<file path="config.mk">
export PLATFORM = sky130hd
export DESIGN_NAME = centroid_div_scheduler
export DESIGN_NICKNAME = d
export VERILOG_FILES = /design/src/rtl/ar_pkg.sv /design/src/rtl/serial_divider.sv /design/src/rtl/centroid_div_scheduler.sv
export SDC_FILE = /design/constraint.sdc
export NUM_CORES = 1
export LEC_CHECK = 0
export BUFFER_PORTS_ARGS = -buffer_cell sky130_fd_sc_hd__buf_2
export CAP_MARGIN = 20
export CORE_MARGIN = 4
export CORE_UTILIZATION = 50
export CTS_CLUSTER_DIAMETER = 100
export DETAILED_ROUTE_END_ITERATION = 10
export GPL_TIMING_DRIVEN = 0
export PLACE_DENSITY_LB_ADDON = 0.2
export SYNTH_ARGS = -nofsm -noshare
export SYNTH_HDL_FRONTEND = slang
export SYNTH_SLANG_ARGS = --single-unit
</file>
<file path="constraint.sdc">
create_clock -name clk -period 28.5 [get_ports clk]
set_clock_uncertainty 0.2 [all_clocks]
set_input_delay 5.7 -clock clk [delete_from_list [all_inputs] [get_ports clk]]
set_output_delay 5.7 -clock clk [all_outputs]
set_load 0.1 [all_outputs]
</file>
<file path="src/rtl/ar_pkg.sv">
// Shared constants and FSM state encoding for the centroid divide scheduler.
// Latency: n/a (package only).
// Backpressure: n/a (package only).
package ar_pkg;

    localparam int NUM_OBJ = 4;
    localparam int SUM_W   = 32;
    localparam int CNT_W   = 8;
    localparam int X_W     = 10;
    localparam int Y_W     = 9;

    localparam logic [2:0] ST_IDLE      = 3'd0;
    localparam logic [2:0] ST_DIV_START = 3'd1;
    localparam logic [2:0] ST_DIV_WAIT  = 3'd2;
    localparam logic [2:0] ST_STORE     = 3'd3;
    localparam logic [2:0] ST_DONE      = 3'd4;

    typedef enum logic [2:0] {
        IDLE      = ST_IDLE,
        DIV_START = ST_DIV_START,
        DIV_WAIT  = ST_DIV_WAIT,
        STORE     = ST_STORE,
        DONE      = ST_DONE
    } state_t;

endpackage

</file>
<file path="src/rtl/serial_divider.sv">
// Unsigned restoring divider, one quotient bit per cycle, MSB first.
// Latency: done pulses WIDTH cycles after the start edge (first bit is resolved on that edge).
// Backpressure: none; caller must not restart before done and must never divide by zero.
module serial_divider #(
    parameter int WIDTH = 32
) (
    input  logic             clk,
    input  logic             reset,
    input  logic             start,
    input  logic [WIDTH-1:0] dividend,
    input  logic [WIDTH-1:0] divisor,
    output logic [WIDTH-1:0] quotient,
    output logic             done
);

    localparam int CNT_BITS = $clog2(WIDTH + 1);

    logic [WIDTH-1:0]    rem_q;
    logic [WIDTH-1:0]    quo_q;
    logic [WIDTH-1:0]    dvs_q;
    logic [CNT_BITS-1:0] cnt_q;
    logic                running;

    logic [WIDTH-1:0]    step_rem_in;
    logic [WIDTH-1:0]    step_quo_in;
    logic [WIDTH-1:0]    step_dvs;
    logic [WIDTH:0]      trial;
    logic [WIDTH:0]      diff;
    logic                fits;
    logic [WIDTH-1:0]    step_rem;
    logic [WIDTH-1:0]    step_quo;

    // One restoring step; on start it works straight from the operands so the
    // first quotient bit costs no extra load cycle.
    always_comb begin
        step_rem_in = rem_q;
        step_quo_in = quo_q;
        step_dvs    = dvs_q;
        if (start) begin
            step_rem_in = '0;
            step_quo_in = dividend;
            step_dvs    = divisor;
        end
        trial    = {step_rem_in, step_quo_in[WIDTH-1]};
        diff     = trial - {1'b0, step_dvs};
        fits     = (trial >= {1'b0, step_dvs});
        step_rem = fits ? diff[WIDTH-1:0] : trial[WIDTH-1:0];
        step_quo = {step_quo_in[WIDTH-2:0], fits};
    end

    // Iteration registers; done is raised together with the last quotient bit.
    always_ff @(posedge clk or posedge reset) begin
        if (reset) begin
            rem_q   <= '0;
            quo_q   <= '0;
            dvs_q   <= '0;
            cnt_q   <= '0;
            running <= 1'b0;
            done    <= 1'b0;
        end else begin
            done <= 1'b0;
            if (start) begin
                rem_q   <= step_rem;
                quo_q   <= step_quo;
                dvs_q   <= divisor;
                cnt_q   <= CNT_BITS'(WIDTH - 1);
                running <= 1'b1;
            end else if (running) begin
                rem_q <= step_rem;
                quo_q <= step_quo;
                cnt_q <= cnt_q - CNT_BITS'(1);
                if (cnt_q == CNT_BITS'(1)) begin
                    running <= 1'b0;
                    done    <= 1'b1;
                end
            end
        end
    end

    assign quotient = quo_q;

endmodule

</file>
<file path="src/rtl/centroid_div_scheduler.sv">
// Runs all per-colour centroid divisions (x then y per colour) through one shared serial divider.
// Latency: start to done = 2*NUM_OBJ*(SUM_W+2)+1 cycles, minus SUM_W per zero-count job.
// Backpressure: none; start is honoured only when idle, otherwise dropped; consumers qualify on done.
module centroid_div_scheduler
    import ar_pkg::*;
#(
    parameter int P_NUM_OBJ = NUM_OBJ,
    parameter int P_SUM_W   = SUM_W,
    parameter int P_CNT_W   = CNT_W,
    parameter int P_X_W     = X_W,
    parameter int P_Y_W     = Y_W
) (
    input  logic                           clk,
    input  logic                           reset,
    input  logic                           start,
    input  logic [P_NUM_OBJ*P_SUM_W-1:0]   sums_x,
    input  logic [P_NUM_OBJ*P_SUM_W-1:0]   sums_y,
    input  logic [P_NUM_OBJ*P_CNT_W-1:0]   counts,
    output logic [P_NUM_OBJ*P_X_W-1:0]     avg_x,
    output logic [P_NUM_OBJ*P_Y_W-1:0]     avg_y,
    output logic [P_NUM_OBJ-1:0]           valid,
    output logic                           busy,
    output logic                           done
);

    localparam int JOBS  = 2 * P_NUM_OBJ;
    localparam int JOB_W = $clog2(JOBS);

    state_t state;
    state_t state_nxt;

    logic [P_SUM_W-1:0] sh_x   [P_NUM_OBJ];
    logic [P_SUM_W-1:0] sh_y   [P_NUM_OBJ];
    logic [P_CNT_W-1:0] sh_cnt [P_NUM_OBJ];

    logic [JOB_W-1:0]   job;
    logic [JOB_W-2:0]   col;
    logic               is_y;
    logic               job_skip;
    logic               last_job;

    logic               div_start;
    logic               div_done;
    logic [P_SUM_W-1:0] div_dividend;
    logic [P_SUM_W-1:0] div_divisor;
    logic [P_SUM_W-1:0] div_quotient;
    logic [P_X_W-1:0]   sat_x;
    logic [P_Y_W-1:0]   sat_y;

    // Job j maps to colour j>>1; odd jobs are the y division.
    assign col      = job[JOB_W-1:1];
    assign is_y     = job[0];
    assign job_skip = (sh_cnt[col] == '0);
    assign last_job = (job == JOB_W'(JOBS - 1));

    assign div_dividend = is_y ? sh_y[col] : sh_x[col];
    assign div_divisor  = {{(P_SUM_W-P_CNT_W){1'b0}}, sh_cnt[col]};

    // Averages that do not fit the coordinate field clamp to all-ones.
    assign sat_x = (|div_quotient[P_SUM_W-1:P_X_W]) ? '1 : div_quotient[P_X_W-1:0];
    assign sat_y = (|div_quotient[P_SUM_W-1:P_Y_W]) ? '1 : div_quotient[P_Y_W-1:0];

    serial_divider #(
        .WIDTH (P_SUM_W)
    ) u_div (
        .clk      (clk),
        .reset    (reset),
        .start    (div_start),
        .dividend (div_dividend),
        .divisor  (div_divisor),
        .quotient (div_quotient),
        .done     (div_done)
    );

    // State register.
    always_ff @(posedge clk or posedge reset) begin
        if (reset) begin
            state <= IDLE;
        end else begin
            state <= state_nxt;
        end
    end

    // Next state and per-state strobes; zero-count jobs bypass the divider.
    always_comb begin
        state_nxt = state;
        div_start = 1'b0;
        busy      = (state != IDLE);
        done      = 1'b0;
        case (state)
            IDLE: begin
                if (start) begin
                    state_nxt = DIV_START;
                end
            end
            DIV_START: begin
                if (job_skip) begin
                    state_nxt = STORE;
                end else begin
                    div_start = 1'b1;
                    state_nxt = DIV_WAIT;
                end
            end
            DIV_WAIT: begin
                if (div_done) begin
                    state_nxt = STORE;
                end
            end
            STORE: begin
                state_nxt = last_job ? DONE : DIV_START;
            end
            DONE: begin
                done      = 1'b1;
                state_nxt = IDLE;
            end
            default: begin
                state_nxt = IDLE;
            end
        endcase
    end

    // Snapshot of the accumulators so they can move on to the next frame mid-run.
    always_ff @(posedge clk or posedge reset) begin
        if (reset) begin
            for (int k = 0; k < P_NUM_OBJ; k++) begin
                sh_x[k]   <= '0;
                sh_y[k]   <= '0;
                sh_cnt[k] <= '0;
            end
        end else if (state == IDLE && start) begin
            for (int k = 0; k < P_NUM_OBJ; k++) begin
                sh_x[k]   <= sums_x[k*P_SUM_W +: P_SUM_W];
                sh_y[k]   <= sums_y[k*P_SUM_W +: P_SUM_W];
                sh_cnt[k] <= counts[k*P_CNT_W +: P_CNT_W];
            end
        end
    end

    // Job counter: cleared on accepted start, advanced after each store.
    always_ff @(posedge clk or posedge reset) begin
        if (reset) begin
            job <= '0;
        end else if (state == IDLE && start) begin
            job <= '0;
        end else if (state == STORE && !last_job) begin
            job <= job + JOB_W'(1);
        end
    end

    // Output register file; the x job of each colour owns its valid bit.
    always_ff @(posedge clk or posedge reset) begin
        if (reset) begin
            avg_x <= '0;
            avg_y <= '0;
            valid <= '0;
        end else if (state == STORE) begin
            if (job_skip) begin
                if (!is_y) begin
                    valid[col] <= 1'b0;
                end
            end else if (is_y) begin
                avg_y[int'(col)*P_Y_W +: P_Y_W] <= sat_y;
            end else begin
                avg_x[int'(col)*P_X_W +: P_X_W] <= sat_x;
                valid[col]                      <= 1'b1;
            end
        end
    end

endmodule

</file>
# After elaboration in Yosys (flattened, before gate mapping)
# Cells that the tools add are included.
[totals] register_bits=478 output_inout_bits=82
[op_classes] n_addsub=5 multipliers=2 n_lt_le_gt_ge=4 eq_ne=8 shifts=4 muxes=45 n_bitwise=6 reduce_logical=15
[op_table] operator="two-way mux 32 bit" count=13
[op_table] operator="binary-select mux 32 bit (select 2 bit)" count=2
[op_table] operator="negator 6 -> 33 bit" count=2
[op_table] operator="bitwise mux 40 bit" count=1
[op_table] operator="variable shift 10 x 33 -> 40 bit, first input constant" count=1
[op_table] operator="indexed part select 10 x 33 -> 40 bit" count=1
[op_table] operator="bitwise mux 36 bit" count=1
[op_table] operator="variable shift 9 x 33 -> 36 bit, first input constant" count=1
[op_table] operator="indexed part select 9 x 33 -> 36 bit" count=1
[op_table] operator="greater-or-equal comparator 33 x 32 -> 1 bit" count=1
[op_table] operator="subtractor 32 bit" count=1
[op_table] operator="OR reduction 23 bit" count=1
[op_table] operator="OR reduction 22 bit" count=1
[op_table] operator="binary-select mux 8 bit (select 2 bit)" count=1
[op_table] operator="two-way mux 8 bit" count=2
[op_table] operator="two-way mux 3 bit" count=5
[op_table] operator="two-way mux 4 bit" count=3
[op_table] operator="two-way mux 6 bit" count=2
[op_table] operator="case mux 3 bit (4 select lines)" count=1
[op_table] operator="two-way mux 1 bit" count=11
[op_table] operator="two-way mux 10 bit" count=1
[op_table] operator="two-way mux 9 bit" count=1
[op_table] operator="logical NOT 8 bit" count=1
[op_table] operator="== test 3 x 2 -> 1 bit, second input constant" count=2
[op_table] operator="25 further kinds" count=32

# Depth between registers and ports, before layout
# Gate-level depths: netlist of run 1.
[logic_depth] depth_word=12 depth_mapped=21 depth_no_buf=17

# Hierarchy
# From an unflattened synthesis of run 1, not the netlist that was laid out.
[unflattened] hier_cells=1884 hier_area_um2=23860.4
[modules_own_cells] mod="centroid_div_scheduler" n_inst=1 cells_per_inst=1178 area_each_um2=17350.4 seq_area_each_um2=9359.0
[modules_own_cells] mod="serial_divider" n_inst=1 cells_per_inst=706 area_each_um2=6510.0 seq_area_each_um2=2602.5

# Least setup slack after synthesis of run 1
# No wires, ideal clock.
[synth_timing] path_type="reg2out" start="register state[1]" end="output port done" t_arrival_ps=2746 required_ps=22600 setup_slack_ps=19854 path_stages_with_launch=3 n_path_buf=1 path_cell_list="dfrtp_1 clkbuf_1 nor3b_1"
[synth_between] elab_chain_len=2
[synth_lines] item="from (decl)" line="centroid_div_scheduler.sv:29" source="state_t state;"
[synth_lines] item="from (signal assigned)" line="centroid_div_scheduler.sv:80" source="state <= state_nxt;"
[synth_lines] item="== test 3 bit" line="centroid_div_scheduler.sv:90" source="case (state)"
[synth_lines] item="two-way mux 1 bit" line="centroid_div_scheduler.sv:90"
[synth_lines] item="to (decl)" line="centroid_div_scheduler.sv:23" source="output logic done"
# Every way passes these cells.

# Worst setup path in the final report of run 1
# Ends and elaborated chain as after synthesis.

==> impl_metrics.xml, run 1 <==
<?xml version="1.0" encoding="UTF-8"?>
<metrics>
  <group name="run_status">
    <metric name="outcome" unit="">finished clean</metric>
  </group>
  <group name="min_path">
    <metric name="min_path_type" unit="">reg2reg</metric>
    <metric name="hold_depth" unit="">2</metric>
    <metric name="worst_hold_path.endpoint" unit="">u_div.dvs_q[26]</metric>
    <metric name="worstHoldStart" unit="">u_div.dvs_q[26]</metric>
  </group>
  <group name="critical_path">
    <metric name="timing.reg2reg.worst_path_depth" unit="">20</metric>
    <metric name="worst_r2r_dst" unit="">u_div.rem_q[31]</metric>
    <metric name="launch_instance_of_the_worst_register_to_register_path" unit="">job[2]</metric>
    <metric name="critPathLaunchType" unit="">flip-flop</metric>
    <metric name="critPathArrivalTime" unit="ps">2340</metric>
    <metric name="required" unit="ps">22600</metric>
    <metric name="reg2reg_slack" unit="ps">22020</metric>
    <metric name="crit_fanout" unit="">8</metric>
    <metric name="critical_path.endpoint_type" unit="">output pin</metric>
    <metric name="timing.setup.critical_path_class" unit="">reg2out</metric>
  </group>
  <group name="sta">
    <metric name="max_slew_margin" unit="%">29.74</metric>
    <metric name="fmaxAchievable" unit="MHz">121.4</metric>
    <metric name="finalCritPeriodShare" unit="%">28.91</metric>
    <metric name="final.min_clock_period" unit="ps">8238</metric>
    <metric name="report.final.hold_viol_count" unit="">0</metric>
    <metric name="hold_ws" unit="ps">268.2</metric>
    <metric name="setup_viol_count_final" unit="">0</metric>
    <metric name="finalMaxSlewViolations" unit="">0</metric>
    <metric name="worst_slew_pin_slew" unit="ps">1045</metric>
    <metric name="grt_setup_unrepaired" unit="">false</metric>
    <metric name="setup_total_negative_slack" unit="ps">0</metric>
  </group>
  <group name="finish">
    <metric name="layout.core_utilization" unit="%">60.64</metric>
    <metric name="multi_input_gate_area" unit="um^2">10500</metric>
    <metric name="fill_cells" unit="">3732</metric>
    <metric name="seqCellArea" unit="um^2">11960</metric>
    <metric name="final_design_area_no_fill" unit="um^2">27640</metric>
    <metric name="finalNetCount" unit="">2681</metric>
    <metric name="flow.area_growth_from_synthesis" unit="%">19.41</metric>
    <metric name="drive_gt1_share" unit="%">36.74</metric>
  </group>
  <group name="logic_synthesis">
    <metric name="synth_area_leader_cell" unit="">dfrtp_1</metric>
    <metric name="async_flop_share" unit="%">100.0</metric>
    <metric name="synth_cell_type_count" unit="">68</metric>
    <metric name="synth.top_cell.area_share" unit="%">51.68</metric>
    <metric name="yosys-top-cells-count" unit="">dfrtp_1 (478), mux2_2 (294), nand2_1 (220), nor2_1 (93), a21oi_1 (76)</metric>
    <metric name="synth.net_count" unit="">2252</metric>
    <metric name="avgSynthCellArea" unit="um^2">12.06</metric>
    <metric name="yosys_register_bits" unit="">478</metric>
    <metric name="synth_area_leaders" unit="">dfrtp_1 (52%), mux2_2 (14%), mux4_2 (7.1%), nand2_1 (3.6%), ha_1 (2.2%)</metric>
    <metric name="dominantRegCellSynth" unit="">dfrtp_1</metric>
    <metric name="syn_area" unit="um^2">23140</metric>
    <metric name="synth_most_common_cell" unit="">dfrtp_1</metric>
    <metric name="yosysSeqAreaShare" unit="%">51.68</metric>
    <metric name="synth-edff-count" unit="">0</metric>
    <metric name="ys_warn_count" unit="">0</metric>
    <metric name="synthCells" unit="">1919</metric>
  </group>
  <group name="clock_tree">
    <metric name="post_cts.resized_instances" unit="">0</metric>
    <metric name="cts-root-buf" unit="">clkbuf_16</metric>
    <metric name="clock_buffers_created_by_tritoncts" unit="">50</metric>
    <metric name="post-cts-setup-buffers" unit="">0</metric>
    <metric name="ctsHoldBuffers" unit="">0</metric>
    <metric name="path_clk_slew" unit="ps">70</metric>
    <metric name="cts_tree" unit="">done</metric>
    <metric name="cts.htree.levels" unit="">2</metric>
    <metric name="cts.sink_count" unit="">478</metric>
    <metric name="clock_insertion_delay_worst_skew" unit="ps">590</metric>
    <metric name="cts-root-to-sink-buffers" unit="">3</metric>
  </group>
  <group name="power_and_ir_drop">
    <metric name="internal-power" unit="W">0.002133</metric>
    <metric name="netSwitchingFraction" unit="%">40.24</metric>
    <metric name="total_leakage_power" unit="nW">12.55</metric>
    <metric name="powerDensity" unit="nW/um^2">129.1</metric>
    <metric name="pwr-share-comb" unit="%">48.5</metric>
    <metric name="p_clk_share" unit="%">19.2</metric>
    <metric name="power.switching" unit="W">0.001436</metric>
    <metric name="total_power_draw" unit="W">0.003569</metric>
    <metric name="seqPwrFrac" unit="%">32.3</metric>
    <metric name="max-vdd-ir-drop" unit="mV">0.08935</metric>
  </group>
  <group name="floorplan">
    <metric name="chip_height" unit="um">223.1</metric>
    <metric name="placement_rows" unit="">78</metric>
    <metric name="floorplan.die_area" unit="um^2">49790</metric>
    <metric name="floorplan.io_pins" unit="">373</metric>
    <metric name="initial_utilization" unit="%">50.78</metric>
    <metric name="floorplan.core_area" unit="um^2">45580</metric>
    <metric name="die_width" unit="um">223.1</metric>
  </group>
  <group name="drt">
    <metric name="post-route-drc-count" unit="">0</metric>
    <metric name="avgViaCountPerCell" unit="">5.733</metric>
    <metric name="route.vias.total" unit="">17200</metric>
    <metric name="drt_wl_total" unit="um">67070</metric>
    <metric name="route.antenna.remaining_nets" unit="">0</metric>
    <metric name="wl_per_cell" unit="um">22.35</metric>
    <metric name="drtIter0Drc" unit="">1033</metric>
    <metric name="drt_first_pass_iters" unit="">5</metric>
  </group>
  <group name="global_route">
    <metric name="grt_start_max_net_pins" unit="">136</metric>
    <metric name="grt_use_total" unit="%">26.56</metric>
    <metric name="grt_pass1_wl" unit="um">103400</metric>
    <metric name="first_global_vias" unit="">17900</metric>
    <metric name="grt_antenna_before_repair" unit="">30</metric>
    <metric name="grt_remaining_overflow" unit="">0</metric>
  </group>
  <group name="placed_design">
    <metric name="globalplace.congestion" unit="">0.8827</metric>
    <metric name="io_buffers" unit="">372</metric>
    <metric name="dpl_cell_area" unit="um^2">25860</metric>
    <metric name="post-dp-hpwl" unit="um">50890</metric>
  </group>
  <group name="flow_run">
    <metric name="cap_viol_max_count" unit="">0</metric>
  </group>
</metrics>
routing by layer:
metal	up-vias	part of all wire, %	GRT usage, %
li1	7833	-	-
met2	500	50	44.41
met4	30	2.8	7.497
met3	120	6.5	6.500
met1	8721	41	34.87
met5	-	0.25	0
worst max path at each step:
stage / from / cells past startpoint / slack (ps) / endpoint
detailed placement: start / 7 / 20330 / sh_y[31]
floorplan: reset / 1 / 9260 / asynchronous set/reset pin
global placement: reset / 2 / 4440 / u_div.rem_q[13]
finish: state[1] / 3 / 20260 / done
global route: state[1] / 3 / 20300 / done
CTS: state[1] / 3 / 20290 / done
flip-flops by register name (all words and copies together), names as in the netlist, named ones only:
signal          cells
u_div.dvs_q        32
sh_y              128
state               3
avg_x              40
u_div.quotient     32
job                 3
u_div.rem_q        32
u_div.cnt_q         6
avg_y              36
u_div.running       1
u_div.done          1
sh_x              128
sh_cnt             32
power groups by stage:
stage / logic (W) / registers, W / clock network, W
2_1_floorplan: 0.00117 / 0.00127 / 0
3_3_place_gp: 0.00169 / 0.00115 / 0
3_5_place_dp: 0.00172 / 0.00116 / 0
4_1_cts: 0.00173 / 0.00115 / 0.000696
5_1_grt: 0.00188 / 0.00118 / 0.000728
6_report: 0.00173 / 0.00115 / 0.000685
area by class of cell:
class                   instances  area share [%]
diodes                         17          0.1539
clock inverters                15           1.114
plain buffers                 119           1.856
clock buffers                  73           5.093
multi-input cells            1274           37.98
repair buffers                377           7.131
well taps                     600           2.716
inverters                      48          0.6791
flip-flops and latches        478           43.28
through the flow:
step | cells | setup slack, ps
after global placement | 2891 | 4442
after detailed placement | 2895 | 20330
final | 3001 | 20260
after global routing | 2996 | 20300
after floorplan | 1919 | 9264
after CTS | 2983 | 20290
layout by cell type (no fill, tap or decap), types with 7 or more instances in the layout:
| cell type | n |
|---|---|
| inv_1 | 47 |
| buf_1 | 7 |
| diode_2 | 17 |
| clkbuf_16 | 50 |
| nor2_1 | 93 |
| buf_2 | 410 |
| nor2b_1 | 33 |
| a211oi_1 | 37 |
| ha_1 | 41 |
| a21oi_1 | 76 |
| and2_1 | 33 |
| mux4_2 | 73 |
| mux2i_1 | 46 |
| o21ai_0 | 57 |
| mux2_2 | 294 |
| xor2_1 | 14 |
| nand3_1 | 20 |
| bufinv_16 | 8 |
| dfrtp_1 | 478 |
| nor4_1 | 9 |
| xnor2_1 | 17 |
| o31ai_1 | 51 |
| nand2b_1 | 12 |
| clkbuf_1 | 86 |
| nand4_1 | 14 |
| nand2_1 | 220 |
| clkbuf_8 | 7 |
| a31oi_1 | 23 |
| nor3_1 | 14 |
cells by family (layout without fill, tap and decap cells):
group	count (synthesis)	in the layout	synth area share, %
flops	478	478	51.68
simple gates	478	478	9.553
mux	413	413	23.40
compound gates	310	310	8.893
buf+inv	167	632	2.995
fa+ha+maj	42	42	2.303
xor+xnor	31	31	1.173
other cells	0	17	0
critical path: stages, from the launching register on:
cell and delay [ps]:
dfrtp_1 360, clkbuf_1 180, nor3b_1 660, buf_2 560
Power figures use the tool's default switching activity.
==> inputs of run 2 (changes only) <==
--- a/config.mk
+++ b/config.mk
@@ -5,6 +5,7 @@
 export SDC_FILE = /design/constraint.sdc
 export NUM_CORES = 1
 export LEC_CHECK = 0
+export ABC_AREA = 1
 export BUFFER_PORTS_ARGS = -buffer_cell sky130_fd_sc_hd__buf_2
 export CAP_MARGIN = 20
 export CORE_MARGIN = 4
==> constraint.sdc (replaced) <==
create_clock -name clk -period 8.45 [get_ports clk]
set_clock_uncertainty 0.2 [all_clocks]
set_input_delay 1.69 -clock clk [delete_from_list [all_inputs] [get_ports clk]]
set_output_delay 1.69 -clock clk [all_outputs]
set_load 0.1 [all_outputs]
==> run 2 against run 1 <==
  * Synthesized cell count up 37%
  * Wire length grew 22%
  * Synthesized area increased by 4.7%
  * Sequential cell count stayed put
  * Via count increased by 24%
  * Clock-buffer cell count down 1
  * Critical endpoint is now u_div.rem_q[18]
==> impl_metrics.xml, run 2 <==
<?xml version="1.0" encoding="UTF-8"?>
<metrics>
  <group name="run_status">
    <metric name="outcome" unit="">finished clean</metric>
  </group>
  <group name="clock_tree">
    <metric name="cts.sink_count" unit="">478</metric>
    <metric name="cts_tree" unit="">done</metric>
    <metric name="post_cts.resized_instances" unit="">0</metric>
    <metric name="path_clk_slew" unit="ps">60</metric>
    <metric name="clock_insertion_delay_worst_skew" unit="ps">630</metric>
    <metric name="cts-root-to-sink-buffers" unit="">3</metric>
    <metric name="ctsHoldBuffers" unit="">0</metric>
    <metric name="clock_buffers_created_by_tritoncts" unit="">51</metric>
    <metric name="cts-root-buf" unit="">clkbuf_16</metric>
    <metric name="cts.htree.levels" unit="">2</metric>
    <metric name="post-cts-setup-buffers" unit="">0</metric>
  </group>
  <group name="logic_synthesis">
    <metric name="synth_area_leaders" unit="">dfrtp_1 (49%), mux2_2 (13%), nand2_1 (10%), nand3_1 (3.9%), inv_1 (3.1%)</metric>
    <metric name="share_of_synthesized_cell_area_in_full_adder_half_adder_and_majority_cells" unit="%">2.199</metric>
    <metric name="yosys.area_share.simple" unit="%">18.02</metric>
    <metric name="avgSynthCellArea" unit="um^2">9.201</metric>
    <metric name="yosys.area_share.xor_xnor" unit="%">0.7589</metric>
    <metric name="synthMuxAreaShare" unit="%">15.35</metric>
    <metric name="synth_area_leader_cell" unit="">dfrtp_1</metric>
    <metric name="dominantRegCellSynth" unit="">dfrtp_1</metric>
    <metric name="synth-compound-area-share" unit="%">8.596</metric>
    <metric name="synth_most_common_cell" unit="">nand2_1</metric>
    <metric name="synth_cell_type_count" unit="">44</metric>
    <metric name="ys_warn_count" unit="">0</metric>
    <metric name="yosys-top-cells-count" unit="">nand2_1 (643), dfrtp_1 (478), mux2_2 (286), inv_1 (199), nand3_1 (189)</metric>
    <metric name="synth_top_family_by_area" unit="">simple AND/OR/NAND/NOR gates</metric>
    <metric name="yosysSeqAreaShare" unit="%">49.35</metric>
    <metric name="synthCells" unit="">2634</metric>
    <metric name="synth.top_cell.area_share" unit="%">49.35</metric>
    <metric name="syn_area" unit="um^2">24240</metric>
    <metric name="synth.net_count" unit="">2967</metric>
    <metric name="async_flop_share" unit="%">100.0</metric>
    <metric name="synth-edff-count" unit="">0</metric>
    <metric name="yosys_register_bits" unit="">478</metric>
  </group>
  <group name="finish">
    <metric name="drive_gt1_share" unit="%">26.17</metric>
    <metric name="layout_commonest_cell" unit="">nand2_1</metric>
    <metric name="finalNetCount" unit="">3404</metric>
    <metric name="seqCellArea" unit="um^2">11960</metric>
    <metric name="fill_cells" unit="">4182</metric>
    <metric name="biggestRegsByFlops" unit="">sh_x (128), sh_y (128), avg_x (40)</metric>
    <metric name="mostFrequentLayoutCells" unit="">nand2_1 (643), dfrtp_1 (478), buf_2 (411)</metric>
    <metric name="multi_input_gate_area" unit="um^2">10890</metric>
    <metric name="instances_no_fill" unit="">3735</metric>
    <metric name="flow.area_growth_from_synthesis" unit="%">18.86</metric>
  </group>
  <group name="floorplan">
    <metric name="die_width" unit="um">228.2</metric>
    <metric name="floorplan.io_pins" unit="">373</metric>
    <metric name="placement_rows" unit="">80</metric>
    <metric name="floorplan.die_area" unit="um^2">52060</metric>
    <metric name="floorplan.core_area" unit="um^2">47850</metric>
    <metric name="initial_utilization" unit="%">50.65</metric>
    <metric name="chip_height" unit="um">228.2</metric>
  </group>
  <group name="drt">
    <metric name="drt_wl_total" unit="um">81670</metric>
    <metric name="post-route-drc-count" unit="">0</metric>
    <metric name="drt_first_pass_iters" unit="">6</metric>
    <metric name="route.antenna.remaining_nets" unit="">0</metric>
    <metric name="route.vias.total" unit="">21390</metric>
    <metric name="wl_per_cell" unit="um">21.87</metric>
    <metric name="avgViaCountPerCell" unit="">5.727</metric>
    <metric name="drtIter0Drc" unit="">1738</metric>
  </group>
  <group name="placed_design">
    <metric name="post-dp-hpwl" unit="um">63570</metric>
    <metric name="io_buffers" unit="">372</metric>
    <metric name="globalplace.congestion" unit="">0.9150</metric>
    <metric name="cell_total_after_placement" unit="">3633</metric>
  </group>
  <group name="sta">
    <metric name="hold_ws" unit="ps">271.7</metric>
    <metric name="worst_slew_pin_slew" unit="ps">1039</metric>
    <metric name="finalMaxSlewViolations" unit="">0</metric>
    <metric name="grt_setup_unrepaired" unit="">false</metric>
    <metric name="report.final.hold_viol_count" unit="">0</metric>
    <metric name="max_slew_margin" unit="%">30.74</metric>
    <metric name="setup_viol_count_final" unit="">0</metric>
    <metric name="final.min_clock_period" unit="ps">5891</metric>
    <metric name="fmaxAchievable" unit="MHz">169.8</metric>
    <metric name="finalCritPeriodShare" unit="%">69.71</metric>
  </group>
  <group name="power_and_ir_drop">
    <metric name="powerDensity" unit="nW/um^2">451.2</metric>
    <metric name="total_leakage_power" unit="nW">14.42</metric>
    <metric name="max-vdd-ir-drop" unit="mV">0.2315</metric>
  </group>
  <group name="min_path">
    <metric name="min_path_type" unit="">reg2reg</metric>
  </group>
  <group name="global_route">
    <metric name="grt_antenna_before_repair" unit="">13</metric>
    <metric name="first_global_vias" unit="">21620</metric>
    <metric name="grt_pass1_wl" unit="um">125600</metric>
    <metric name="grt_remaining_overflow" unit="">0</metric>
    <metric name="grt_start_max_net_pins" unit="">45</metric>
    <metric name="grt_use_total" unit="%">30.71</metric>
  </group>
  <group name="critical_path">
    <metric name="critPathArrivalTime" unit="ps">6160</metric>
    <metric name="crit_fanout" unit="">10</metric>
    <metric name="required" unit="ps">8720</metric>
    <metric name="worst_path_max_delay_cell" unit="">o21ai_0</metric>
    <metric name="timing.setup.critical_path_class" unit="">reg2reg</metric>
    <metric name="critPathMaxStageDelay" unit="ps">690</metric>
    <metric name="critical_path.endpoint_type" unit="">flip-flop</metric>
    <metric name="critPathLaunchType" unit="">flip-flop</metric>
    <metric name="path_common_cell" unit="">nand2_1</metric>
  </group>
  <group name="flow_run">
    <metric name="cap_viol_max_count" unit="">0</metric>
  </group>
</metrics>
run 2: logic make-up after synthesis:
logic type      count (synthesis)
compound gates                341
mux                           336
fa+ha+maj                      42
simple gates                 1066
buf+inv                       350
flops                         478
xor+xnor                       21
run 2: where the power goes:
| part | switching (W) | internal (W) |
|---|---|---|
| Combinational | 0.00453 | 0.00235 |
| Clock | 0.000966 | 0.00127 |
| Sequential | 0.000558 | 0.00332 |
run 2: worst paths after layout:
kind,startpoint,end,slack [ps],cells after the start
hold reg to reg,u_div.dvs_q[25],u_div.dvs_q[25],270,2
min in group asynchronous,reset,sh_y[91],900,2
setup reg to reg,job[2],u_div.rem_q[18],2560,26
setup / recovery,job[2],u_div.rem_q[18],2560,26
max in group asynchronous,reset,u_div.rem_q[27],5740,6
hold / removal,u_div.dvs_q[25],u_div.dvs_q[25],270,2
run 2: critical path: cells and delay by family, from the launching register on:
family	cells	cell delay, ps
flip-flops	1	450
buffers and inverters	6	1380
AO/OA/AOI/OAI	4	1650
AND/OR/NAND/NOR	14	1360
adder cells (fa/ha/maj)	2	700
run 2: final cells by class:
class | count | share of cell area [%]
Clock inverter | 21 | 0.7558
Clock buffer | 72 | 5.051
Antenna cell | 9 | 0.07818
Multi-Input combinational cell | 1806 | 37.80
Timing Repair Buffer | 384 | 7.297
Inverter | 207 | 2.710
Tap cell | 615 | 2.671
Buffer | 143 | 2.111
Sequential cell | 478 | 41.52
run 2: layer usage:
metal | vias to the layer above | part of all wire (%) | track usage (%) | routed length, um
met2 | 932 | 47 | 50.27 | 38670
met5 | - | 0.065 | 0 | 53
met4 | 8 | 3.0 | 10.08 | 2477
met3 | 171 | 7.9 | 6.512 | 6430
li1 | 9705 | - | - | -
met1 | 10580 | 42 | 41.09 | 34040
run 2: per-stage QoR:
step           worst slack [ps]  power, W  TNS [ps]  utilization (%)  instance area [um^2]
6_report                   2559   0.01300         0            60.21                 28810
3_3_place_gp              -2450   0.01053  -1146560            56.16                 26870
5_1_grt                    2201   0.01388         0            60.18                 28790
3_5_place_dp               2732   0.01068         0            56.66                 27110
2_1_floorplan             83.24  0.008736         0                -                 24240
4_1_cts                    2682   0.01294         0            60.16                 28780
